===== src/rtl/uart8_pkg.sv =====
// uart8_pkg: FSM encodings and shared constants for the uart8 8N1 UART.
// Imported by uart8 and uart8_baud_gen.
package uart8_pkg;

  localparam int OVERSAMPLE = 16;

  typedef enum logic [1:0] {
    TX_IDLE,
    TX_START,
    TX_DATA,
    TX_STOP
  } tx_state_e;

  typedef enum logic [1:0] {
    RX_IDLE,
    RX_START,
    RX_DATA,
    RX_STOP
  } rx_state_e;

  function automatic int cnt_w(input int n);
    return (n > 1) ? $clog2(n) : 1;
  endfunction

endpackage


===== src/rtl/uart8_baud_gen.sv =====
// uart8_baud_gen: TX bit tick and RX 16x oversample tick.
// Each counter holds at zero while its run input is low, so every frame restarts phase.
module uart8_baud_gen
  import uart8_pkg::*;
#(
  parameter int CLOCK_RATE = 12000000,
  parameter int BAUD_RATE  = 9600
) (
  input  logic clk,
  input  logic rst_n,
  input  logic tx_run,
  input  logic rx_run,
  output logic tx_tick,
  output logic rx_tick
);

  localparam int TX_DIV = CLOCK_RATE / BAUD_RATE;
  localparam int RX_DIV = CLOCK_RATE / (BAUD_RATE * OVERSAMPLE);
  localparam int TXW = cnt_w(TX_DIV);
  localparam int RXW = cnt_w(RX_DIV);
  localparam logic [TXW-1:0] TX_LAST = TXW'(TX_DIV - 1);
  localparam logic [RXW-1:0] RX_LAST = RXW'(RX_DIV - 1);

  logic [TXW-1:0] tx_cnt_q, tx_cnt_d;
  logic [RXW-1:0] rx_cnt_q, rx_cnt_d;

  assign tx_tick = tx_run && (tx_cnt_q == TX_LAST);
  assign rx_tick = rx_run && (rx_cnt_q == RX_LAST);

  always_comb begin
    tx_cnt_d = '0;
    rx_cnt_d = '0;
    if (tx_run && !tx_tick) tx_cnt_d = tx_cnt_q + 1'b1;
    if (rx_run && !rx_tick) rx_cnt_d = rx_cnt_q + 1'b1;
  end

  always_ff @(posedge clk or negedge rst_n) begin
    if (!rst_n) begin
      tx_cnt_q <= '0;
      rx_cnt_q <= '0;
    end else begin
      tx_cnt_q <= tx_cnt_d;
      rx_cnt_q <= rx_cnt_d;
    end
  end

endmodule


===== src/rtl/uart8.sv =====
// uart8: 8N1 UART with fully independent transmitter and receiver.
// Define UART8_RX_MAJORITY_EN to vote rx bits over oversample ticks 7, 8, 9.
module uart8
  import uart8_pkg::*;
#(
  parameter int CLOCK_RATE = 12000000,
  parameter int BAUD_RATE  = 9600
) (
  input  logic       clk,
  input  logic       rst_n,
  input  logic       rxEn,
  input  logic       rx,
  output logic       rxBusy,
  output logic       rxDone,
  output logic       rxErr,
  output logic [7:0] out,
  input  logic       txEn,
  input  logic       txStart,
  input  logic [7:0] in,
  output logic       txBusy,
  output logic       txDone,
  output logic       tx
);

  tx_state_e  tx_st_q, tx_st_d;
  logic [7:0] tx_sh_q, tx_sh_d;
  logic [2:0] tx_idx_q, tx_idx_d;
  logic       tx_done_q, tx_done_d;
  logic       tx_tick, tx_run;

  rx_state_e  rx_st_q, rx_st_d;
  logic       rx_m_q, rx_s_q, rx_p_q;
  logic [3:0] rx_ph_q, rx_ph_d;
  logic [2:0] rx_idx_q, rx_idx_d;
  logic [7:0] rx_sh_q, rx_sh_d;
  logic [7:0] out_q, out_d;
  logic       rx_s8_q, rx_s8_d;
  logic       rx_done_q, rx_done_d;
  logic       rx_err_q, rx_err_d;
  logic       rx_tick, rx_run;
  logic       rx_fall, rx_dec, rx_bit;

  assign tx_run = txEn && (tx_st_q != TX_IDLE);
  assign rx_run = rxEn && (rx_st_q != RX_IDLE);

  uart8_baud_gen #(
    .CLOCK_RATE(CLOCK_RATE),
    .BAUD_RATE (BAUD_RATE)
  ) u_baud (
    .clk    (clk),
    .rst_n  (rst_n),
    .tx_run (tx_run),
    .rx_run (rx_run),
    .tx_tick(tx_tick),
    .rx_tick(rx_tick)
  );

  always_ff @(posedge clk or negedge rst_n) begin
    if (!rst_n) begin
      tx_st_q   <= TX_IDLE;
      tx_sh_q   <= '0;
      tx_idx_q  <= '0;
      tx_done_q <= 1'b0;
    end else begin
      tx_st_q   <= tx_st_d;
      tx_sh_q   <= tx_sh_d;
      tx_idx_q  <= tx_idx_d;
      tx_done_q <= tx_done_d;
    end
  end

  always_comb begin
    tx_st_d   = tx_st_q;
    tx_sh_d   = tx_sh_q;
    tx_idx_d  = tx_idx_q;
    tx_done_d = 1'b0;
    if (!txEn) begin
      tx_st_d = TX_IDLE;
    end else begin
      unique case (tx_st_q)
        TX_IDLE: if (txStart) begin
          tx_st_d  = TX_START;
          tx_sh_d  = in;
          tx_idx_d = '0;
        end
        TX_START: if (tx_tick) tx_st_d = TX_DATA;
        TX_DATA: if (tx_tick) begin
          tx_sh_d  = {1'b0, tx_sh_q[7:1]};
          tx_idx_d = tx_idx_q + 1'b1;
          if (tx_idx_q == 3'd7) tx_st_d = TX_STOP;
        end
        TX_STOP: if (tx_tick) begin
          tx_st_d   = TX_IDLE;
          tx_done_d = 1'b1;
        end
        default: tx_st_d = TX_IDLE;
      endcase
    end
  end

  // txEn gates the line combinationally so a disable idles tx at once
  always_comb begin
    tx     = 1'b1;
    txBusy = 1'b0;
    if (txEn) begin
      unique case (tx_st_q)
        TX_START: begin tx = 1'b0;       txBusy = 1'b1; end
        TX_DATA:  begin tx = tx_sh_q[0]; txBusy = 1'b1; end
        TX_STOP:  begin tx = 1'b1;       txBusy = 1'b1; end
        default:  begin tx = 1'b1;       txBusy = 1'b0; end
      endcase
    end
  end

  assign txDone = tx_done_q;

  always_ff @(posedge clk or negedge rst_n) begin
    if (!rst_n) begin
      rx_m_q    <= 1'b1;
      rx_s_q    <= 1'b1;
      rx_p_q    <= 1'b1;
      rx_st_q   <= RX_IDLE;
      rx_ph_q   <= '0;
      rx_idx_q  <= '0;
      rx_sh_q   <= '0;
      out_q     <= '0;
      rx_s8_q   <= 1'b1;
      rx_done_q <= 1'b0;
      rx_err_q  <= 1'b0;
    end else begin
      rx_m_q    <= rx;
      rx_s_q    <= rx_m_q;
      rx_p_q    <= rx_s_q;
      rx_st_q   <= rx_st_d;
      rx_ph_q   <= rx_ph_d;
      rx_idx_q  <= rx_idx_d;
      rx_sh_q   <= rx_sh_d;
      out_q     <= out_d;
      rx_s8_q   <= rx_s8_d;
      rx_done_q <= rx_done_d;
      rx_err_q  <= rx_err_d;
    end
  end

  assign rx_fall = rx_p_q & ~rx_s_q;
  // ph counts completed ticks; ph==8 at a tick is oversample tick 9
  assign rx_dec  = rx_tick && (rx_ph_q == 4'd8);

`ifdef UART8_RX_MAJORITY_EN
  logic rx_s7_q;

  always_ff @(posedge clk or negedge rst_n) begin
    if (!rst_n) rx_s7_q <= 1'b1;
    else if (rx_tick && rx_ph_q == 4'd6) rx_s7_q <= rx_s_q;
  end

  assign rx_bit = (rx_s7_q & rx_s8_q) | (rx_s7_q & rx_s_q) |
                  (rx_s8_q & rx_s_q);
`else
  assign rx_bit = rx_s8_q;
`endif

  always_comb begin
    rx_st_d   = rx_st_q;
    rx_ph_d   = rx_ph_q;
    rx_idx_d  = rx_idx_q;
    rx_sh_d   = rx_sh_q;
    out_d     = out_q;
    rx_s8_d   = rx_s8_q;
    rx_done_d = 1'b0;
    rx_err_d  = 1'b0;
    if (rx_tick) rx_ph_d = rx_ph_q + 1'b1;
    if (rx_tick && rx_ph_q == 4'd7) rx_s8_d = rx_s_q;
    if (!rxEn) begin
      rx_st_d = RX_IDLE;
      rx_ph_d = '0;
    end else begin
      unique case (rx_st_q)
        RX_IDLE: begin
          rx_ph_d = '0;
          if (rx_fall) begin
            rx_st_d  = RX_START;
            rx_idx_d = '0;
          end
        end
        RX_START: if (rx_dec) rx_st_d = rx_bit ? RX_IDLE : RX_DATA;
        RX_DATA: if (rx_dec) begin
          rx_sh_d  = {rx_bit, rx_sh_q[7:1]};
          rx_idx_d = rx_idx_q + 1'b1;
          if (rx_idx_q == 3'd7) rx_st_d = RX_STOP;
        end
        RX_STOP: if (rx_dec) begin
          rx_st_d = RX_IDLE;
          if (rx_bit) begin
            out_d     = rx_sh_q;
            rx_done_d = 1'b1;
          end else begin
            rx_err_d = 1'b1;
          end
        end
        default: rx_st_d = RX_IDLE;
      endcase
    end
  end

  always_comb begin
    rxBusy = rxEn && (rx_st_q != RX_IDLE);
    rxDone = rx_done_q;
    rxErr  = rx_err_q;
    out    = out_q;
  end

endmodule


===== config.mk =====
export PLATFORM = sky130hd
export DESIGN_NAME = uart8
export DESIGN_NICKNAME = d
export VERILOG_FILES = /design/src/rtl/uart8_pkg.sv /design/src/rtl/uart8_baud_gen.sv /design/src/rtl/uart8.sv
export SDC_FILE = /design/constraint.sdc
export NUM_CORES = 1
export LEC_CHECK = 0
export ABC_AREA = 0
export BUFFER_PORTS_ARGS = -buffer_cell sky130_fd_sc_hd__buf_2
export CORE_MARGIN = 3
export CORE_UTILIZATION = 40
export DETAILED_ROUTE_END_ITERATION = 16
export GPL_TIMING_DRIVEN = 0
export SLEW_MARGIN = 20
export SYNTH_ARGS = -nofsm -noshare
export SYNTH_HDL_FRONTEND = slang
export SYNTH_SLANG_ARGS = --single-unit

===== constraint.sdc =====
create_clock -name clk -period 5.5 [get_ports clk]
set_input_delay 0 -clock clk [delete_from_list [all_inputs] [get_ports clk]]
set_output_delay 0 -clock clk [all_outputs]
set_load 0.05 [all_outputs]

==> results summary, run 1 <==
The I/O pin count came out at 28. The setup slack of the critical path after layout came out at 3.41 ns. The class of the most critical setup path is flip-flop to primary output. Sorting the synthesized cells by area gives the leading types as dfrtp_1, mux2_2, ha_1. The clock skew after layout is 0.00653 ns. The clock latency of the later-clocked register in the worst-skew pair is 0.33 ns. The number of synthesized register bits is 63. The die outline width is 92.4 um.

The number of DRC markers after the initial detailed-route iteration came out at 40. The number of design rule violations left after detail routing came out at 0. The sum of negative setup slack is 0 ns. By area, the combinational part of the netlist is dominated by simple AND/OR/NAND/NOR gates. The cell type contributing the most total cell area after synthesis is dfrtp_1.

The fraction of power consumed by sequential logic is 0.441. TritonCTS built the clock tree. The cell area power density came out at 347 mW/mm2. The highest metal layer carrying signal wires in the routed design is met4. Walking the worst path, the cells encountered are inv_1 -> ha_1 -> buf_2 -> clkbuf_1 -> nand2_1 -> o211ai_1 -> buf_2.

Of the total synthesized cell area, the portion taken by XOR and XNOR cells is 0.0499. For this block, wires on met1 add up to 2.46 mm. The clock sink count came out at 63. A synthesized cell averages 11.9 um2. The fraction of the mapped netlist area in simple logic gates came out at 0.161. The number of placed instances, taps included, is 375. STA classifies the critical path endpoint as a primary output. The synthesis warning total came out at 0. Input and output buffers added on the ports amount to 27. Leaving out filler cells and counting taps, the final layout contains 396. The clock share of power came out at 0.363. The total half-perimeter wirelength after legalization and detailed placement came out at 3.42 mm. The initial antenna violation count came out at 0. The last weighted congestion value of the routability-driven placer is 0.774. The net switching power figure came out at 0.336 mW. CTS built an H-tree with a depth of 3. The analysis attributes to cell leakage a power of 1.68 nW. The fraction of layout cells with a size suffix above 1 is 0.307. The total met3 wirelength after detailed routing is 189 um. The most critical setup path has its startpoint at tx_st_q[0].

The largest stage delay on the critical path came out at 0.43 ns. The post-synthesis compound-gate area fraction is 0.0293. The cell with the largest stage delay on the worst path is dfrtp_1. In this run the vertical extent of the chip is 92.4 um. The starting density of the core is 0.425. The startpoint identified for the worst register-to-register timing path is tx_st_q[0]. The antenna cell count came out at 0.

The worst setup path is launched from a flip-flop. The placeable core region came out at 0.00702 mm2. After detailed routing, the met2 layer carries 2.25 mm of wire. Max-cap violations in this run came to 0. At the worst endpoint, the required time is 5.50 ns. For the worst setup path, the data arrival time is 2.09 ns. The synthesized net count came out at 279. The number of global-route vias before repair came out at 1896. The number of setup buffers added after CTS is 0.

The final setup violation count came out at 0. The clock slew seen by the registers of the worst setup and hold paths came out at 0.07 ns. The total die area came out at 0.00854 mm2. The number of max-slew violations in the final report is 0. The path class of the tightest hold or removal check is input pin to flip-flop. The net switching fraction of the power came out at 0.273.

After detailed routing, the total wire length is 4.93 mm. The maximum number of pins on one net before global-route repair is 46. Summing every instance area after synthesis gives 0.00299 mm2. The fraction of power consumed by combinational cells came out at 0.196. The smallest clock period supported by the final layout is computed as 2.09 ns. Summed over all layers, the global routing overflow is 0. The post-synthesis mux area share came out at 0.141. The cell seen most often among critical-path stages is buf_2. The routed layout has 1899 vias. The number of buffers added by the clock tree synthesis step came out at 9. The average detailed-routed wire length per instance is 12.4 um. OpenSTA, run right after detailed placement, puts the worst setup slack at 3.47 ns. Before antenna repair, the detailed router went through 3 iterations.

The top fanout value on the critical path came out at 10. The final design utilization is 0.505. The total internal power came out at 0.894 mW. The row count is 30. Setup repair after global routing left no endpoint under its margin. The average vias per placed instance is 4.80.

The flow ran to the end, and the final reports show no timing, DRC or antenna violations. The antenna violation net count after detailed routing is 0. The worst-margin pin slew came out at 0.603 ns. The first-pass GRT wire length came out at 8.94 mm. The number of distinct library cell variants in the gate-level netlist after synthesis is 38. The maximum vdd drop is 0.283 mV.

Of the total synthesized cell area, the portion taken by full adders, half adders and majority gates is 0.0587. The cell at the root of the clock tree is clkbuf_8. Relative to the synthesized area, the layout overhead comes to 18.7%. After routing the design area is 0.00354 mm2. The maximum number of buffers from clock root to sink is 2. Across every metal layer, demand over resource in global routing totals 0.131. The worst min-delay path startpoint is in[3]. The upper clock frequency limit is 0.478 GHz. The number of endpoints with negative hold slack in the final report is 0. The total number of nets in the final design is 323.

The sum of internal, switching and leakage power came out at 1.23 mW. In this run the cell area measured after placement is 0.00327 mm2. The worst pin sits at a relative slew slack of 0.594. The share of synthesized area occupied by flip-flops and latches came out at 0.530. The final-layout worst hold slack came out at 0.0269 ns.

The share of synthesized area in the top cell type comes to 0.495. The share of the clock period used by the worst path after layout came out at 0.381. The number of instances in the synthesized netlist is 251.
==> power groups by stage <==
stage	Clock [mW]	Combinational, mW	Sequential, mW
2_1_floorplan	0	0.187	0.541
3_3_place_gp	0	0.233	0.549
3_5_place_dp	0	0.239	0.551
4_1_cts	0.460	0.244	0.542
5_1_grt	0.482	0.269	0.550
6_report	0.446	0.241	0.543
==> registers in the layout, summed over array words and instances (netlist names), 3 cells and up <==
name / count
tx_sh_q: 8
rx_sh_q: 8
tx_idx_q: 3
u_baud.tx_cnt_q: 11
rx_ph_q: 4
rx_idx_q: 3
out: 8
u_baud.rx_cnt_q: 7
==> Yosys cell counts <==
library cell,count
nor4_1,1
nand3_1,9
xor2_1,5
nor4b_1,2
nor2b_1,2
and3_1,2
nand2_1,19
dfstp_2,4
xnor2_1,12
nor3_4,1
a31oi_1,1
nor4b_2,1
a21oi_2,1
buf_2,4
and4b_1,2
nor3_1,6
o41ai_1,1
nand2b_1,1
inv_1,15
mux2i_1,6
ha_1,14
buf_6,1
clkbuf_1,1
o21ai_0,4
nand3b_1,1
nand4_1,6
o221a_2,1
nor2_1,25
o211ai_1,1
mux2_2,32
o41ai_2,1
nand3_4,1
dfrtp_1,59
and4bb_4,1
and2_1,4
nand4_2,1
and3b_1,2
a22o_1,1
==> per-layer routing <==
metal | GRT usage | vias to the layer above
li1 | - | 950
met1 | 0.182 | 911
met2 | 0.196 | 33
met3 | 0.0463 | 5
met4 | 0.0297 | 0
met5 | 0 | -
==> layout by cell type (no fill, tap or decap), types with 2 or more instances in the layout <==
cell type      count
clkbuf_1           2
nor4b_1            2
dfrtp_1           59
xor2_1             5
and4b_1            2
nor3_1             6
nor2_1            25
xnor2_1           12
mux2i_1            6
and2_1             4
ha_1              14
dlygate4sd3_1      5
nand4_1            6
inv_1             15
dfstp_2            4
o21ai_0            4
nand3_1            9
nand2_1           19
and3b_1            2
nor2b_1            2
bufinv_16          2
and3_1             2
mux2_2            32
buf_2             30
clkbuf_8          10
==> worst max-delay path, delay by kind of cell, from the launching register on <==
family                   cells  cell delay [ns]
flip-flops                   1             0.43
adder cells (fa/ha/maj)      1             0.15
buffers and inverters        4             0.98
AO/OA/AOI/OAI                1             0.11
AND/OR/NAND/NOR              1             0.09
==> final timing paths <==
kind                               to  slack [ns]  cells past startpoint
max                                tx        3.41                      7
min                        tx_sh_q[3]        0.03                      3
max reg2reg                tx_sh_q[0]        3.46                      6
min reg2reg                    rx_s_q        0.36                      0
max in group asynchronous      rx_bit        4.85                      3
min in group asynchronous  rx_ph_q[0]        0.09                      2
==> area by class of cell <==
| cell class | instances | area (um2) |
|---|---|---|
| multi-input combinational | 167 | 1310 |
| fill | 667 | 3480 |
| inverter | 15 | 56.3 |
| tap | 96 | 120 |
| timing repair buffer | 33 | 215 |
| buffer | 6 | 35.0 |
| clock buffer | 11 | 141 |
| sequential | 63 | 1580 |
| clock inverter | 5 | 81.3 |
==> kinds of logic (layout without fill, tap and decap cells) <==
family | Yosys count | count (layout)
fa+ha+maj | 14 | 14
mux | 38 | 38
buf+inv | 21 | 70
xor+xnor | 17 | 17
simple gates | 87 | 87
compound gates | 11 | 11
flops | 63 | 63
==> what timing repair did <==
| item | CTS | global route |
|---|---|---|
| gates resized for setup | 0 | 0 |
| hold buffers | 5 | 0 |
| setup endpoints to repair | 0 | 0 |
| endpoints found under the hold margin | 65 | 0 |
No activity file was read; power rests on OpenSTA's default activity.
==> run 2, diff against run 1 <==
- clock period: 5.5 -> 1.7 ns (I/O delays scaled with it)
==> run 2 against run 1 <==
Against the previous run:
- critical endpoint is now tx_sh_q[6]
- the flow now finishes with violations (negative setup slack)
- combinational power rose to 5.0 times the previous value
- global-route usage up 1.1 points
- non-clock buffer count rose by 20
- critical path type is now flip-flop to flip-flop
- sequential cell count unchanged
==> results summary, run 2 (same netlist as run 1, synthesis figures left out) <==
The clock skew after layout is 0.0107 ns (+0.00421 ns). TritonCTS built the clock tree. The kind of end point of the critical path is a flip-flop.

The leakage power total came to 1.85 nW (+9.9%). The last weighted congestion value of the routability-driven placer is 0.771 (-0.44%). The maximum number of buffers from clock root to sink came out at 2 (unchanged). The number of cells in the finished layout apart from fillers is 416 (+5.1%).

Leaving out fill and tap cells, the most frequent cell in the layout is dfrtp_1. The number of port buffers came out at 27 (unchanged). The first-pass GRT wire length came out at 9.72 mm (+8.7%).

The average vias per placed instance was 4.86 (+1.3%). The I/O pin count was 28 (unchanged). The remaining max-slew budget at the tightest pin came out at 0.781 (+0.187). The clock latency of the later-clocked register in the worst-skew pair came out at 0.34 ns (about the same). The antenna violation net count after detailed routing is 0 (unchanged). The net switching power figure is 1.23 mW (+270%). The number of vias after detailed routing is 2020 (+6.4%). The max-cap violation count is 0 (unchanged).

The top fanout value on the critical path came out at 5 (-5). The top cell types in the final layout, fill and taps aside, are dfrtp_1, nor2_1, buf_2, mux2_2, buf_4. The final setup violation count is 19 (+19). The final instance area came to 0.00392 mm2 (+10%). The total half-perimeter wirelength after legalization and detailed placement is 3.54 mm (+3.7%). The placed instance area is 0.00332 mm2 (+1.6%).

The total track usage was 0.142 (+0.0112). The starting density of the core is 0.425 (unchanged). The total number of nets in the final design is 343 (+6.2%).

Setup repair after global routing could not meet its margin everywhere. The number of endpoints with negative hold slack in the final report is 0 (unchanged). The fraction of power consumed by sequential logic was 0.394 (-0.047). Counting I/O delays and the setup requirement, the final critical path takes 1.78 ns. The average detailed-routed wire length per instance is 14.1 um (+13%). The placeable core region is 0.00702 mm2 (unchanged). The maximum vdd drop is 0.492 mV (+74%). The total internal power is 3.20 mW (+260%). The clock share of power came out at 0.334 (-0.029). The flow ran to the end, but the final reports show violations.

The number of flip-flops under the largest register name came out at 11 (unchanged). The number of design rule violations left after detail routing is 0 (unchanged). The clock sink count came out at 63 (unchanged). STA classifies the critical path startpoint as a flip-flop. The maximum number of pins on one net before global-route repair was 52 (+13%).

The cell sitting at the root of the clock tree is a clkbuf_8. The global-route congestion overflow total is 0 (unchanged). The worst setup path is of the flip-flop to flip-flop kind. The upper clock frequency limit is 0.562 GHz. The number of buffers added by the clock tree synthesis step came to 9 (unchanged).

The depth of the CTS H-tree is 3 (unchanged). The final design utilization was 0.558 (+0.0529). The worst-margin pin slew is 0.329 ns (-0.274 ns). The number of global-route vias before repair is 2052 (+8.2%). The signal arrival time at the worst endpoint came to 2.00 ns (-0.09 ns). The fraction of power consumed by combinational cells came to 0.272 (+0.076). The detailed-router iteration count before antenna repair came out at 4 (+1). The cell count after placement is 375 (unchanged). The total die area came out at 0.00854 mm2 (unchanged). The vertical die dimension is 92.4 um (unchanged). The share of the clock period used by the worst path after layout is 1.05. The kind of path behind the tightest hold check is input pin to flip-flop.

The area growth from synthesis to layout came out at 31.1%. The worst path required time came out at 1.92 ns (-3.58 ns). The sum of negative setup slack is -0.945 ns (-0.945 ns). The initial antenna violation count came out at 0 (unchanged).

The number of max-slew violations in the final report came to 0 (unchanged). The setup slack after placement came out at -0.224 ns (-3.69 ns). The final reports fail on negative setup slack. The number of DRC markers after the initial detailed-route iteration came out at 38 (-5.0%). The final routed wirelength across all metal layers came out at 5.85 mm (+19%).

The net switching fraction of the power is 0.278 (+0.00538). The cell area power density came out at 1130 mW/mm2 (+230%). The clock slew seen by the registers of the worst setup and hold paths is 0.08 ns (about the same). The die outline width is 92.4 um (unchanged). The fraction of layout cells with a size suffix above 1 is 0.409 (+0.103). The largest register by flop count is u_baud.tx_cnt_q. The row count is 30 (unchanged). The setup slack of the critical path after layout is -0.0779 ns (-3.49 ns). The antenna cell count came out at 0 (unchanged).
[run 2: cell types whose count changed in the layout (fill, tap and decap cells not counted), moves of 3 or more]
cell,previous run,this run
mux2_4,0,9
ha_1,14,10
buf_2,30,25
nor4b_4,0,3
buf_4,1,21
buf_6,1,5
mux2_2,32,23
[run 2: repair_timing]
item	CTS	global route
endpoints found under the setup margin	30	40
endpoints found under the hold margin	66	0
gates cloned	1	0
resized for setup	25	12
pin swaps	7	10
setup buffers	17	4
hold buffers	5	0
[run 2: power groups by stage]
stage	combinational (mW)	sequential [mW]	clock, mW
2_1_floorplan	0.689	1.76	0
3_3_place_gp	0.851	1.78	0
3_5_place_dp	0.870	1.79	0
4_1_cts	1.17	1.74	1.52
5_1_grt	1.31	1.76	1.59
6_report	1.20	1.74	1.48
[run 2: layout make-up]
class / count / area [um2]
fill: 614 / 3100
sequential: 63 / 1580
multi-input combinational: 167 / 1470
timing repair buffer: 55 / 413
clock buffer: 10 / 138
tap: 96 / 120
clock inverter: 6 / 91.3
inverter: 15 / 56.3
buffer: 4 / 48.8
[run 2: path summary, 6_finish.rpt]
path                            start         end  slack [ns]  depth (start not counted)
min                             in[1]  tx_sh_q[1]        0.02                          3
min in group asynchronous       rst_n  rx_ph_q[1]        0.06                          2
max in group asynchronous       rst_n      rx_p_q        1.07                          3
min reg2reg                    rx_m_q      rx_s_q        0.36                          0
max reg2reg                tx_st_q[1]  tx_sh_q[6]       -0.08                          7
max                        tx_st_q[1]  tx_sh_q[6]       -0.08                          7
[run 2: metrics by stage]
step | total power, mW | hold slack, ns
finish | 4.43 | 0.0228
global placement | 2.63 | 0.109
floorplan | 2.45 | -0.296
detailed placement | 2.66 | -0.130
CTS | 4.43 | 0.00581
global route | 4.67 | 0.0200
[run 2: critical path: stages (launching register included)]
cell	delay (ns)
dfrtp_1	0.41
inv_2	0.07
ha_4	0.17
buf_4	0.14
and4b_2	0.23
a21oi_4	0.16
buf_6	0.15
mux2_2	0.34
[run 2: metal layers]
| metal | vias up | GRT usage | share of wire |
|---|---|---|---|
| li1 | 988 | - | - |
| met1 | 994 | 0.198 | 0.49 |
| met2 | 27 | 0.208 | 0.46 |
| met3 | 11 | 0.0349 | 0.039 |
| met4 | 0 | 0.0631 | 0.017 |
| met5 | - | 0 | 0 |
